$ cat config.mk
export PLATFORM = sky130hd
export DESIGN_NAME = store_align_unit
export DESIGN_NICKNAME = d
export VERILOG_FILES = /design/src/rtl/store_align_unit_pkg.sv /design/src/rtl/store_align_unit_lane_shifter.sv /design/src/rtl/store_align_unit.sv
export SDC_FILE = /design/constraint.sdc
export NUM_CORES = 1
export LEC_CHECK = 0
export CORE_UTILIZATION = 45
export CTS_CLUSTER_DIAMETER = 40
export CTS_CLUSTER_SIZE = 25
export DETAILED_ROUTE_END_ITERATION = 8
export PLACE_DENSITY_LB_ADDON = 0.25
export SKIP_CTS_REPAIR_TIMING = 1
export SYNTH_ARGS = -nofsm -noshare
export SYNTH_HDL_FRONTEND = slang
export SYNTH_SLANG_ARGS = --single-unit
$ cat constraint.sdc
create_clock -name clk -period 5.38 [get_ports clk]
set_input_delay 0.807 -clock clk [delete_from_list [all_inputs] [get_ports clk]]
set_output_delay 0.807 -clock clk [all_outputs]
set_load 0.05 [all_outputs]
$ cat src/rtl/store_align_unit_pkg.sv
// Shared store-type and FSM encodings for the store alignment path.
// Includes the base lane-mask helper used by the lane shifter.
package store_align_unit_pkg;

    typedef enum logic [1:0] {
        ST_NONE = 2'd0,
        ST_SB   = 2'd1,
        ST_SH   = 2'd2,
        ST_SW   = 2'd3
    } store_type_e;

    typedef enum logic {
        S_IDLE  = 1'b0,
        S_SPLIT = 1'b1
    } state_e;

    // Unshifted byte-enable pattern for a store of the given size.
    function automatic logic [7:0] base_mask(input logic [1:0] store_type);
        logic [7:0] m;
        case (store_type)
            ST_SB:   m = 8'b0000_0001;
            ST_SH:   m = 8'b0000_0011;
            ST_SW:   m = 8'b0000_1111;
            default: m = 8'b0000_0000;
        endcase
        return m;
    endfunction

endpackage

$ cat src/rtl/store_align_unit_lane_shifter.sv
// Combinational lane placement: an 8-lane byte mask and 64-bit data image of a store
// shifted by its byte offset; the upper half belongs to the next word.
module store_lane_shifter
    import store_align_unit_pkg::*;
(
    input  logic [1:0]  store_type,
    input  logic [1:0]  k,
    input  logic [31:0] store_data,
    output logic [7:0]  lane_mask,
    output logic [63:0] lane_data
);

    logic [31:0] payload;

    always_comb begin
        payload = 32'd0;
        case (store_type)
            ST_SB:   payload = {24'd0, store_data[7:0]};
            ST_SH:   payload = {16'd0, store_data[15:0]};
            ST_SW:   payload = store_data;
            default: payload = 32'd0;
        endcase
    end

    assign lane_mask = base_mask(store_type) << k;
    assign lane_data = {32'd0, payload} << {k, 3'b000};

endmodule

$ cat src/rtl/store_align_unit.sv
// Store alignment unit: byte-addressed SB/SH/SW into word-addressed masked writes.
// MISALIGN_SPLIT_EN: defined = split word-crossing stores in two writes; undefined = fault them.
module store_align_unit
    import store_align_unit_pkg::*;
#(
    parameter int ADDR_W = 32
) (
    input  logic              clk,
    input  logic              rst,
    input  logic [1:0]        StoreTypeM,
    input  logic [ADDR_W-1:0] AddrM,
    input  logic [31:0]       StoreDataM,
    output logic              StallM,
    output logic [3:0]        MemWE,
    output logic [ADDR_W-1:0] MemAddr,
    output logic [31:0]       MemWD,
    output logic              MisalignFault
);

    logic [7:0]        lane_mask;
    logic [63:0]       lane_data;
    logic              split_req;
    logic [ADDR_W-1:0] word_addr;

    logic [3:0]        mem_we_d,   mem_we_q;
    logic [ADDR_W-1:0] mem_addr_d, mem_addr_q;
    logic [31:0]       mem_wd_d,   mem_wd_q;
    logic              fault_d,    fault_q;

    store_lane_shifter u_shifter (
        .store_type (StoreTypeM),
        .k          (AddrM[1:0]),
        .store_data (StoreDataM),
        .lane_mask  (lane_mask),
        .lane_data  (lane_data)
    );

    assign split_req = |lane_mask[7:4];
    assign word_addr = {AddrM[ADDR_W-1:2], 2'b00};

`ifdef MISALIGN_SPLIT_EN
    state_e            state_d,    state_q;
    logic [3:0]        sec_we_d,   sec_we_q;
    logic [ADDR_W-1:0] sec_addr_d, sec_addr_q;
    logic [31:0]       sec_wd_d,   sec_wd_q;
    logic [ADDR_W-1:0] next_word_addr;

    // Wraps naturally at the top of the address space.
    assign next_word_addr = word_addr + ADDR_W'(4);

    always_comb begin
        state_d    = state_q;
        sec_we_d   = sec_we_q;
        sec_addr_d = sec_addr_q;
        sec_wd_d   = sec_wd_q;
        mem_we_d   = 4'b0000;
        mem_addr_d = mem_addr_q;
        mem_wd_d   = mem_wd_q;
        fault_d    = 1'b0;
        StallM     = 1'b0;
        case (state_q)
            S_SPLIT: begin
                // The re-presented store on the inputs is ignored here.
                mem_we_d   = sec_we_q;
                mem_addr_d = sec_addr_q;
                mem_wd_d   = sec_wd_q;
                state_d    = S_IDLE;
            end
            default: begin
                if (StoreTypeM != ST_NONE) begin
                    mem_we_d   = lane_mask[3:0];
                    mem_addr_d = word_addr;
                    mem_wd_d   = lane_data[31:0];
                    if (split_req) begin
                        StallM     = 1'b1;
                        sec_we_d   = lane_mask[7:4];
                        sec_addr_d = next_word_addr;
                        sec_wd_d   = lane_data[63:32];
                        state_d    = S_SPLIT;
                    end
                end
            end
        endcase
    end

    always_ff @(posedge clk or posedge rst) begin
        if (rst) begin
            state_q    <= S_IDLE;
            sec_we_q   <= 4'b0000;
            sec_addr_q <= '0;
            sec_wd_q   <= 32'd0;
        end else begin
            state_q    <= state_d;
            sec_we_q   <= sec_we_d;
            sec_addr_q <= sec_addr_d;
            sec_wd_q   <= sec_wd_d;
        end
    end
`else
    logic unused_upper;

    // Only the first word is ever written, so the carry-over bytes are dropped.
    assign unused_upper = ^lane_data[63:32];
    assign StallM       = 1'b0;

    always_comb begin
        mem_we_d   = 4'b0000;
        mem_addr_d = mem_addr_q;
        mem_wd_d   = mem_wd_q;
        fault_d    = 1'b0;
        if (StoreTypeM != ST_NONE) begin
            if (split_req) begin
                fault_d = 1'b1;
            end else begin
                mem_we_d   = lane_mask[3:0];
                mem_addr_d = word_addr;
                mem_wd_d   = lane_data[31:0];
            end
        end
    end
`endif

    always_ff @(posedge clk or posedge rst) begin
        if (rst) begin
            mem_we_q   <= 4'b0000;
            mem_addr_q <= '0;
            mem_wd_q   <= 32'd0;
            fault_q    <= 1'b0;
        end else begin
            mem_we_q   <= mem_we_d;
            mem_addr_q <= mem_addr_d;
            mem_wd_q   <= mem_wd_d;
            fault_q    <= fault_d;
        end
    end

    assign MemWE         = mem_we_q;
    assign MemAddr       = mem_addr_q;
    assign MemWD         = mem_wd_q;
    assign MisalignFault = fault_q;

endmodule

Yosys cells after proc, flatten, opt, wreduce, memory -nomap -nowiden. Cells that the tools add are included.

Register bits: 67. Bits in latches: 0. Bits in writable memories: 0. Memory bits (read-only): 0. Bits of input ports: 68. Output and inout bits: 70. Memories kept: 0.

Add/sub/neg operators: 0. Multiply operators: 0. Divide/modulo/power cells: 0. $lt $le $gt $ge: 0. Eq/ne operators: 3. Shift operators: 2. Muxes and demuxes: 6. Bitwise logic cells: 1. Reduce and logical (&&, ||, !) cells: 3.

Operator list (count): 32-bit one-hot mux with 3 select lines (1); 32-bit by 5-bit left shift with 32-bit output (1); 4-bit one-hot mux with 3 select lines (1); 4-bit 2-to-1 mux (2); 4-bit by 2-bit left shift with 8-bit output (1); 2-bit equality test, second input constant (2); 4-bit OR reduction (1); 2-bit by 1-bit equality test with 1-bit output, second input constant (1); 1-bit 2-to-1 mux (2); 2-bit AND reduction (1); 2-bit nonzero test (1); 1-bit NOT (1).

Logic depth before layout (Yosys ltp).
Depth after elaboration: 6. Depth in mapped cells: 7. Gate-level depth less buffers: 4.

By module. Synthesis repeated with hierarchy kept, for this count alone.

Cells, all modules: 294. Area total of the unflattened synthesis: 3544.6 µm².

Modules (own cells, without submodules): store_align_unit (instances 1, cells an instance 149, area an instance 2533.7 µm², sequential area each 1676.6 µm²); store_lane_shifter (instances 1, cells an instance 145, area an instance 1011.0 µm², sequential area each 0.0 µm²).

Least setup slack after synthesis. No wires, ideal clock.

Kind: input to register. Start: in AddrM[1]. End: reg mem_wd_q[0], in the netlist MemWD[0]. Arrival: 1.849 ns. Data required time: 5.259 ns. Setup slack: 3.411 ns. Stages: 6. Buffers on the path: 3. Cell sequence: buf_2 or2_4 a31o_1 buf_6 buf_6 a22o_1.

Word-level cells in the longest chain between the ends: 4. Elaborated cells on any way between the ends: 5. Classes of those cells: 2 x shift; 1 x bitwise; 2 x reduce/logical.

Ends and longest elaborated chain: from (decl) (RTL line store_align_unit.sv:11) `input logic [ADDR_W-1:0] AddrM,`; 4-bit by 2-bit left shift with 8-bit output (RTL line store_align_unit_lane_shifter.sv:25) `assign lane_mask = base_mask(store_type) << k;`; 4-bit OR reduction (RTL line store_align_unit.sv:38) `assign split_req = |lane_mask[7:4];`; 1-bit NOT (no source line); 2-bit AND reduction (no source line); to (signal assigned) (RTL line store_align_unit.sv:132) `mem_wd_q <= mem_wd_d;`; to (decl) (RTL line store_align_unit.sv:27) `logic [31:0] mem_wd_d, mem_wd_q;`.

Several ways; a longest one is shown, not always the timed one. A chain may end at the register's enable or synchronous reset.

Worst setup path in the final report.
Start: in StoreTypeM[1]. End: reg mem_wd_q[9], in the netlist MemWD[9].

Word-level cells in the longest chain between the ends: 6. Elaborated cells on any way between the ends: 11. Classes of those cells: 3 x eq/ne; 2 x shift; 2 x mux; 1 x bitwise; 3 x reduce/logical.

Ends and longest elaborated chain: from (decl) (RTL line store_align_unit.sv:10) `input logic [1:0] StoreTypeM,`; 2-bit equality test or 2-bit by 1-bit equality test with 1-bit output (tied branches) (RTL line store_align_unit_pkg.sv:20, store_align_unit_lane_shifter.sv:17); 4-bit one-hot mux with 3 select lines (RTL line store_align_unit_pkg.sv:20) `case (store_type)`; 4-bit by 2-bit left shift with 8-bit output (RTL line store_align_unit_lane_shifter.sv:25); 4-bit OR reduction (RTL line store_align_unit.sv:38); 1-bit NOT (no source line); 2-bit AND reduction (no source line).

Several ways; a longest one is shown, not always the timed one.

==> metrics.md <==
| Metric | Value |
|---|---|
| Final Hold Vio Count | 0 |
| Pin count of the biggest net entering global routing | 68 |
| Grt total ovfl | 0 |
| Synth cell types | 31 |
| Lkg Pwr | 2.09 nW |
| Yosys warning count | 0 |
| Setup crit end kind | register |
| Drt pass-1 iters | 4 |
| Post-DP HPWL | 5710 um |
| GRT Util Overall | 23.9% |
| # fillers | 516 |
| Most frequent cells in the layout | 134 x clkdlybuf4s50_1, 110 x nand2_1, 67 x dfrtp_1 |
| Cts bufs inserted | 9 |
| Slew @ Worst Pin | 0.983 ns |
| Mapped cell area | 3120 um^2 |
| Maxcap violations | 0 |
| Fmax achieved | 296 MHz |
| Period utilization | 62.8% |
| Die area | 7260 um^2 |
| Post-Synth Adder-Cell Area | 0% |
| CTS tree | built |
| Buffers & Inverters on Critical Path | 2 |
| Max FO, Critical Path | 46 |
| Worst skew pair latency | 0.35 ns |
| Largest family of logic cells by synthesized area | simple AND/OR/NAND/NOR gates |
| Multiplexer share of the synthesized area | 2.89% |
| CTS sink cnt | 67 |
| Area of the multi-input gates | 1280 um^2 |
| I/O Pins | 138 |
| Sequential standard cell area | 1680 um^2 |
| Slew margin rel. | 34.5% |
| Max clock buf depth | 2 |
| Post-synth top area share | 53.8% |
| Die width | 85.2 um |
| Final Critical Period | 3.38 ns |
| Worst VDD drop | 0.160 mV |
| DR vias | 2831 |
| Crit Path Category | in2reg |
| Cell taking the most area after synthesis | dfrtp_1 |
| Clock Skews | 0 ns |
| Compound-gate portion of the synthesized area | 17.6% |
| Vias in the first global route | 2707 |
| Routed WL per cell | 15.4 um |
| Via-to-Cell Ratio | 5.32 |
| Initial drt markers | 109 |
| Htree depth | 3 |
| Yosys reg bits | 67 |
| Worst path top cell family by delay | buffers and inverters |
| Gate count of the mapped netlist | 329 |
| Layout Nets | 518 |
| Std-Cell Rows | 29 |
| Max stage delay on crit path | 0.85 ns |
| First-pass GRT wire length | 13200 um |
| Port Buffer Count | 134 |
| Final Max Tran Viols | 0 |
| Initial Util | 47.7% |
| Final setup vio count | 0 |
| Pwr/cell area | 343 nW/um^2 |
| Placer Congestion | 0.820 |
| Clk pin slew, worst setup/hold paths | 0.07 ns |
| DIE HEIGHT | 85.2 um |
| Core Box Area | 6530 um^2 |
| Initial antenna violation count | 0 |
| Type of origin of the critical path | primary input |
| Simple-gate share of the synthesized area | 19.2% |
| Hold Path Class | reg2reg |
| Final TNS setup | 0 ns |
| Remaining antenna violation count | 0 |
| Critical Path AT | 3.62 ns |
| Post-synthesis sequential area ratio | 53.8% |
| DRT Wirelength | 8180 um |
| Post-synthesis xor/xnor area fraction | 0.562% |
| Status | completed |
| Area Overhead vs Synth | 50.1% |
| N_diodes | 0 |
| Post-route DRC | 0 |
| Synthesized area per cell | 9.47 um^2 |
| Slowest CP cell | clkdlybuf4s50_1 |
| Most common cell after layout, fill and taps aside | clkdlybuf4s50_1 |
| Worst-path cell chain | clkdlybuf4s50_1, nor2_1, a31o_2, buf_4, nand2_1, o31ai_2 |
| Largest cells by area after synthesis | dfrtp_1 54%, nand2_1 13%, a2bb2oi_1 4.2% |
| Root Driver | clkbuf_8 |
| Layout cells sized above 1 | 9.23% |
| Crit path required time | 5.63 ns |
| Fin Hold WS | 0.478 ns |
| RSZ-0062 raised after global routing | false |
## worst paths after layout
check	start	to	slack, ns	cells past startpoint
max	StoreTypeM[1]	MemWD[9]$_DFFE_PP0P_	2.00	6
min	MemAddr[24]$_DFFE_PP0P_	MemAddr[24]$_DFFE_PP0P_	0.48	2
max reg2reg	MemWD[18]$_DFFE_PP0P_	MemWD[18]$_DFFE_PP0P_	4.65	2
min reg2reg	MemAddr[24]$_DFFE_PP0P_	MemAddr[24]$_DFFE_PP0P_	0.48	2
max in group asynchronous	rst	MemWD[10]$_DFFE_PP0P_	3.79	3
min in group asynchronous	rst	MemAddr[14]$_DFFE_PP0P_	1.06	3
## cells by family after synthesis
| family | Yosys count |
|---|---|
| xor gates and xnor gates | 2 |
| AOI/OAI and AO/OA | 71 |
| and+or+nand+nor | 148 |
| DFF | 67 |
| other | 1 |
| muxes | 8 |
| buffers and inverters | 32 |
## final cells by class
cell class | instances | area share [%]
clock buffer | 13 | 3.83
clock inverter | 3 | 1.45
inverter | 2 | 0.161
multi-input combinational | 232 | 27.3
sequential | 67 | 35.9
tap | 77 | 2.06
timing repair buffer | 138 | 29.3
## worst min-delay path: stages, from the launching register on
cell and delay, ns:
dfrtp_1 0.35, nand2_1 0.05, nand2_1 0.05
## power breakdown
part / internal [mW] / switching, mW
sequential: 0.558 / 0.0293
clock: 0.312 / 0.191
combinational: 0.184 / 0.327
total: 1.05 / 0.548
## metrics by stage
stage | instance area, um^2 | util, % | total power [mW] | std cells | worst slack (ns)
finish | 4680 | 71.6 | 1.60 | 532 | 2.00
global route | 4680 | 71.6 | 1.67 | 532 | 1.76
CTS | 4680 | 71.6 | 1.62 | 532 | 2.04
detailed placement | 4430 | 67.8 | 1.11 | 516 | 1.67
global placement | 4430 | 67.8 | 1.10 | 516 | 1.80
floorplan | 3120 | - | 0.921 | 331 | 2.89
## sequential cells by signal (all words and copies together), names as in the netlist
| name | cells |
|---|---|
| MemAddr | 30 |
| MemWD | 32 |
| MemWE | 4 |
| MisalignFault | 1 |
## metal layers
metal | global-route usage (%) | share of wire (%) | vias to the layer above
li1 | - | - | 1340
met1 | 30.5 | 42 | 1353
met2 | 38.7 | 49 | 120
met3 | 4.18 | 6.3 | 18
met4 | 13.3 | 3.0 | 0
met5 | 0 | 0 | -
## synthesized netlist by cell type
cell,count
buf_2,12
a31oi_1,1
o31ai_2,8
nand3b_1,2
a2bb2oi_1,15
inv_2,1
a22o_1,8
a21oi_1,4
buf_4,5
nor2b_1,1
a31o_1,1
or2_4,1
a21o_1,1
nor3_2,1
and3_1,1
and2_1,1
xor2_1,1
nor2_1,21
buf_6,4
xnor2_1,1
dfrtp_1,67
conb_1,1
inv_1,1
o21ai_1,3
clkbuf_1,9
nand2_1,110
nand2b_1,2
mux2_2,8
a22oi_1,15
o21ai_0,15
nor3_1,8
(Power assumes the default switching activity.)
